--- src/rtl/imem_pkg.sv ---
// Shared types and ROM image for the LEGv8 instruction-memory responder.
package imem_pkg;

    // Responder FSM states: idle, counting down latency, presenting a response.
    typedef enum logic [1:0] {
        IDLE = 2'd0,
        WAIT = 2'd1,
        RESP = 2'd2
    } imem_state_t;

    // Word returned for any fetch that cannot be served from the ROM.
    localparam logic [31:0] IMEM_NOP = 32'h8B1F03FF;

    // Number of explicitly programmed words; everything above reads as NOP.
    localparam int IMEM_INIT_LEN = 4;

    // Programmed ROM contents, indexed by word address.
    localparam logic [31:0] IMEM_INIT [IMEM_INIT_LEN] = '{
        32'hF8400020,
        32'h8B020023,
        32'hCB050086,
        32'hB4000060
    };

    // Look up one ROM word; indices past the programmed image read as NOP.
    function automatic logic [31:0] imem_image_word(input int unsigned idx);
        logic [1:0] short_idx;
        short_idx = idx[1:0];
        if (idx < IMEM_INIT_LEN) begin
            return IMEM_INIT[short_idx];
        end
        return IMEM_NOP;
    endfunction

endpackage

--- src/rtl/imem_rom.sv ---
// Combinational instruction ROM: word lookup plus out-of-range and alignment decode.
module imem_rom #(
    parameter int N     = 64,
    parameter int WORDS = 64
) (
    input  logic [N-1:0] addr,
    output logic [31:0]  data,
    output logic         misalign
);
    import imem_pkg::*;

    localparam int IDX_W = $clog2(WORDS);

    logic [IDX_W-1:0] word_idx;
    logic             out_of_range;

    assign word_idx     = addr[IDX_W+1:2];
    assign out_of_range = (addr >> (IDX_W + 2)) != '0;
    assign misalign     = addr[1:0] != 2'b00;

    // Read the addressed word, substituting NOP when the byte address lies past the ROM.
    always_comb begin
        data = imem_image_word(32'(word_idx));
        if (out_of_range) begin
            data = IMEM_NOP;
        end
    end

endmodule

--- src/rtl/imem_responder.sv ---
// Memory end of the fetch interface: fixed-latency ROM access with busy, valid and flush.
module imem_responder #(
    parameter int N     = 64,
    parameter int WORDS = 64,
    parameter int LAT   = 2
) (
    input  logic         clk,
    input  logic         reset,
    input  logic         imem_req,
    input  logic [N-1:0] imem_addr,
    input  logic         flush,
    output logic [31:0]  imem_data,
    output logic         imem_valid,
    output logic         imem_busy,
    output logic         imem_misalign
);
    import imem_pkg::*;

    localparam int CNT_W = (LAT > 1) ? $clog2(LAT) : 1;
    localparam logic [CNT_W-1:0] CNT_LOAD = CNT_W'(LAT - 1);
    localparam logic [CNT_W-1:0] CNT_ONE  = CNT_W'(1);

    imem_state_t      state;
    imem_state_t      next_state;
    logic [CNT_W-1:0] cnt;
    logic [N-1:0]     rom_addr;
    logic [31:0]      rom_data;
    logic             rom_misalign;
    logic             accept;
    logic             enter_resp;

    // A new fetch is taken only when no access is pending and no redirect is in progress.
    assign accept     = imem_req & ~flush & ((state == IDLE) | (state == RESP));
    assign enter_resp = (next_state == RESP);

    // With single-cycle latency the response is captured on the accept edge itself,
    // so the ROM must see the live PC; otherwise it reads the address latched at accept.
    if (LAT == 1) begin : g_direct_addr
        assign rom_addr = imem_addr;
    end else begin : g_latched_addr
        logic [N-1:0] addr_q;

        // Capture the PC on accept so later changes cannot disturb the in-flight access.
        always_ff @(posedge clk or posedge reset) begin
            if (reset) begin
                addr_q <= '0;
            end else if (accept) begin
                addr_q <= imem_addr;
            end
        end

        assign rom_addr = addr_q;
    end

    imem_rom #(
        .N     (N),
        .WORDS (WORDS)
    ) u_rom (
        .addr     (rom_addr),
        .data     (rom_data),
        .misalign (rom_misalign)
    );

    // State register.
    always_ff @(posedge clk or posedge reset) begin
        if (reset) begin
            state <= IDLE;
        end else begin
            state <= next_state;
        end
    end

    // Next-state logic: flush always abandons, WAIT ends when the counter reaches one.
    always_comb begin
        next_state = state;
        unique case (state)
            IDLE: begin
                if (accept) begin
                    next_state = (LAT == 1) ? RESP : WAIT;
                end
            end
            WAIT: begin
                if (flush) begin
                    next_state = IDLE;
                end else if (cnt <= CNT_ONE) begin
                    next_state = RESP;
                end
            end
            RESP: begin
                if (accept) begin
                    next_state = (LAT == 1) ? RESP : WAIT;
                end else begin
                    next_state = IDLE;
                end
            end
            default: begin
                next_state = IDLE;
            end
        endcase
    end

    // Output logic: valid is masked by flush so a redirect never sees a stale instruction.
    always_comb begin
        imem_valid = (state == RESP) & ~flush;
        imem_busy  = (state == WAIT);
    end

    // Latency counter: loaded on accept, counts down while waiting, cleared by flush.
    always_ff @(posedge clk or posedge reset) begin
        if (reset) begin
            cnt <= '0;
        end else if (accept) begin
            cnt <= CNT_LOAD;
        end else if (state == WAIT) begin
            if (flush) begin
                cnt <= '0;
            end else if (cnt != '0) begin
                cnt <= cnt - CNT_ONE;
            end
        end
    end

    // Response registers: loaded only on the edge entering RESP, held otherwise.
    always_ff @(posedge clk or posedge reset) begin
        if (reset) begin
            imem_data     <= '0;
            imem_misalign <= 1'b0;
        end else if (enter_resp) begin
            imem_data     <= rom_misalign ? IMEM_NOP : rom_data;
            imem_misalign <= rom_misalign;
        end
    end

endmodule

--- config.mk ---
export PLATFORM = sky130hd
export DESIGN_NAME = imem_responder
export DESIGN_NICKNAME = d
export VERILOG_FILES = /design/src/rtl/imem_pkg.sv /design/src/rtl/imem_rom.sv /design/src/rtl/imem_responder.sv
export SDC_FILE = /design/constraint.sdc
export NUM_CORES = 1
export LEC_CHECK = 0
export BUFFER_PORTS_ARGS = -buffer_cell sky130_fd_sc_hd__buf_2
export CORE_MARGIN = 5
export CORE_UTILIZATION = 55
export CTS_CLUSTER_SIZE = 8
export DETAILED_ROUTE_END_ITERATION = 8
export MAX_ROUTING_LAYER = met4
export PLACE_DENSITY = 0.85
export SYNTH_ARGS = -nofsm -noshare
export SYNTH_HDL_FRONTEND = slang
export SYNTH_SLANG_ARGS = --single-unit
--- constraint.sdc ---
create_clock -name clk -period 2.95 [get_ports clk]
set_input_delay 0 -clock clk [delete_from_list [all_inputs] [get_ports clk]]
set_output_delay 0 -clock clk [all_outputs]
set_load 0.02 [all_outputs]
==> impl_summary.md <==
Global routing
The all-layer global routing usage is 21.7%. The largest net degree at the start of global routing is 68. The global route total overflow is 0.

The number of antenna violations at the first check in global routing was 0. The first global-routing pass estimated 12,200 um of wire. The number of global-route vias before repair was 2,611.

Critical path
The critical path goes through and2b_2 > nand2b_4 > inv_2 > nand4_2 > nor4_4 > a32o_1. The worst setup path is launched from a flop. The worst path buffer plus inverter count is 1.

The arrival time at the worst endpoint is 2.26 ns. In this design, the stage delay of the slowest critical-path cell is 0.62 ns. The critical path is of the flop to flop type. In this run the worst path has a maximum fanout of 12. The kind of cell with the highest combined delay on the critical path is simple AND/OR/NAND/NOR gates. On the critical path, the stage with the largest delay is an instance of nor4_4. The element type at the critical path end is a flop. At the worst endpoint, the required time is 3.23 ns.

Cells and area
From synthesis to final layout, the design area changed by 38.2%. The filler-free cell count of the finished design is 468. The post-route netlist has 46.1% of its cells at a drive strength greater than 1. Counting the fill cells in the layout gives 341. At the end of the flow, the number of nets in the layout was 463.

The total inserted antenna cells is 0. Once layout is complete, the utilization of the core stands at 78.1%. The finished cells cover 4600 um^2.

Timing
On the final layout, the worst clock skew is 0.00706 ns. Setup repair after global routing left no endpoint under its margin. The transition time at the pin with the least slew margin is 0.772 ns.

The setup TNS is 0 ns. Headroom to the max-slew limit came out at 48.5%. Derived from the worst setup path, the maximum achievable clock frequency is 504 MHz. The shortest clock period the worst path allows after layout is 1.98 ns.

The worst setup slack after layout is 0.967 ns. The total count of hold-check failures in the final report is 0. The final setup violation count is 0.

After layout, the worst path uses 67.2% of the clock period. The number of max-slew violations in the final report is 0.

Route
The via count is 2,396. Dividing the detail-routed wire length by the instance count gives 16.0 um. After detailed routing, the number of remaining DRC violations is 0.

The number of detailed-routing iterations run before antenna repair is 4. The count of nets left with antenna violations once routing finished came out at 0. The first routing iteration left 69 violations. The routed design has 7470 um of wire. In the routed layout, each cell is associated on average with a via count of 5.12.

Yosys
The number of instances in the synthesized netlist is 239. The cell area that synthesis handed to floorplanning was 3330 um^2. The unique cell type count in the Yosys netlist is 28.

The synthesized flop and latch total is 79. The cell type contributing the most total cell area after synthesis is dfrtp_1. The area share of the largest cell type after synthesis is 59.4%. After synthesis, the mean cell area works out to 13.9 um^2. By area the synthesized netlist is led by dfrtp_1 (59%), mux2_2 (21%), buf_4 (4.5%).

The sequential element share of the synthesized area is 59.4%. The number of warnings issued by yosys is 0.

CTS
In this run the clock root is driven by a clkbuf_8. Once the clock tree was built, the resizer swapped 0 gates to a different size. The total number of H-tree levels is 3. TritonCTS built the clock tree.

CTS saw 79 sinks. The maximum buffer depth of the clock tree is 2. The count of hold-fix buffers inserted at cts is 65. The number of clock buffers inserted by TritonCTS is 9.

The clock-pin transition on the worst setup and hold timing paths is 0.08 ns. Clock latency on the worst-skew pair, taken at its later pin, is 0.34 ns. The number of setup buffers added after CTS is 0.

Floorplan
The floorplan step defined a die boundary enclosing 7700 um^2. The floorplan step set the die height to 87.8 um. The initial cell density of the core is 56.5%.

In this run the standard cell core region covers 5890 um^2. The floorplan die width is 87.8 um. The floorplan row count is 28. The I/O pin count is 103.

Run
The total of max-cap violations is 0.

Place
OpenSTA, run right after detailed placement, puts the worst setup slack at 0.998 ns. The global placer's final weighted congestion is 0.842. The post-place instance area is 3750 um^2.

The cell total after placement is 388. The total half-perimeter wirelength after legalization and detailed placement is 4520 um. In this run the tool buffered the top-level ports with 94 buffer cells.

Pwr
In this run the static leakage power is 0.00210 uW. In this run the power density over the cells is 551 nW/um^2. The worst ir drop on vdd is 0.455 mV.

Min path
The kind of path behind the tightest hold check is input pin to flop.

Run status
The flow ran to the end, and the final reports show no timing, DRC or antenna violations.
[synthesized netlist by cell type]
library cell / number
a31oi_1: 2
ha_1: 6
o21ai_0: 2
buf_2: 7
inv_1: 3
buf_4: 20
nor3b_2: 1
nor3b_1: 1
nor4_4: 1
clkbuf_1: 1
and3_1: 1
a21oi_1: 6
nor4_1: 15
inv_2: 1
nand3_1: 1
dfrtp_1: 79
nand4_2: 1
and2b_2: 1
a22o_1: 2
or2_2: 1
a32o_1: 2
nand2b_4: 1
nand4_1: 2
buf_6: 1
nor2_1: 15
conb_1: 1
nand2_1: 3
mux2_2: 62
[cell usage in the layout (no fill, tap or decap), types with 3 or more instances in the layout]
master	n
buf_2	94
conb_1	8
ha_1	6
a21oi_1	6
dfrtp_1	79
nand2_1	3
dlygate4sd3_1	65
mux2_2	62
nor4_1	15
nor2_1	15
clkinv_2	4
clkbuf_8	11
[final timing paths]
check / from / endpoint / slack (ns) / cells after the start
worst max-delay path: state[0] / imem_data[26] / 0.97 / 6
worst min-delay path: flush / imem_data[22] / 0.10 / 3
worst max register to register: state[0] / imem_data[26] / 0.97 / 6
worst min register to register: imem_data[31] / imem_data[31] / 0.47 / 1
max in group asynchronous: reset / imem_data[30] / 1.74 / 4
min in group asynchronous: reset / imem_data[25] / 0.33 / 3
[flip-flops by register name (all words and copies together) (netlist names)]
register	flops
imem_misalign	1
imem_data	12
state	2
g_latched_addr.addr_q	64
[per-stage QoR]
| step | hold slack (ns) | power [uW] |
|---|---|---|
| after floorplan | 0.0828 | 1580 |
| after global placement | 0.162 | 1670 |
| after detailed placement | 0.161 | 1690 |
| after CTS | 0.0839 | 2550 |
| after global routing | 0.113 | 2660 |
| final | 0.104 | 2540 |
[cells by family (layout without fill, tap and decap cells)]
| kind of cell | after synthesis | in the layout | share of synthesized area (%) |
|---|---|---|---|
| AOI/OAI and AO/OA | 14 | 14 | 2.71 |
| adders and majority gates | 6 | 6 | 2.26 |
| buffers and inverters | 33 | 180 | 6.47 |
| DFF | 79 | 79 | 59.4 |
| muxes | 62 | 62 | 21.0 |
| other | 1 | 8 | 0.113 |
| and+or+nand+nor | 44 | 44 | 8.05 |
[routing by layer]
metal	vias to the layer above	part of all wire (%)	track usage [%]
li1	1125	-	-
met1	1151	39	24.5
met2	104	51	36.9
met3	16	7.5	4.99
met4	0	2.1	9.07
met5	-	0	-
[tightest hold or removal path, delay by kind of cell]
kind                   cells  cell delay [ns]
AOI/OAI and AO/OA          1             0.12
buffers and inverters      1             0.12
and+or+nand+nor            1             0.16
[power by group]
part | switching, uW | leakage (uW) | total (uW) | internal (uW)
clock network | 371 | 0.000105 | 799 | 428
registers | 90.6 | 0.000917 | 1340 | 1240
logic | 156 | 0.00108 | 400 | 244
[area by class of cell]
class	instances	area (um^2)	share of cell area, %
flip-flops and latches	79	1980	43.0
multi-input cells	134	1170	25.4
repair buffers	161	1150	25.0
clock buffers	11	151	3.29
well taps	75	93.8	2.04
clock inverters	4	45.0	0.979
inverters	4	16.3	0.354
No activity file was read; power rests on OpenSTA's default activity.
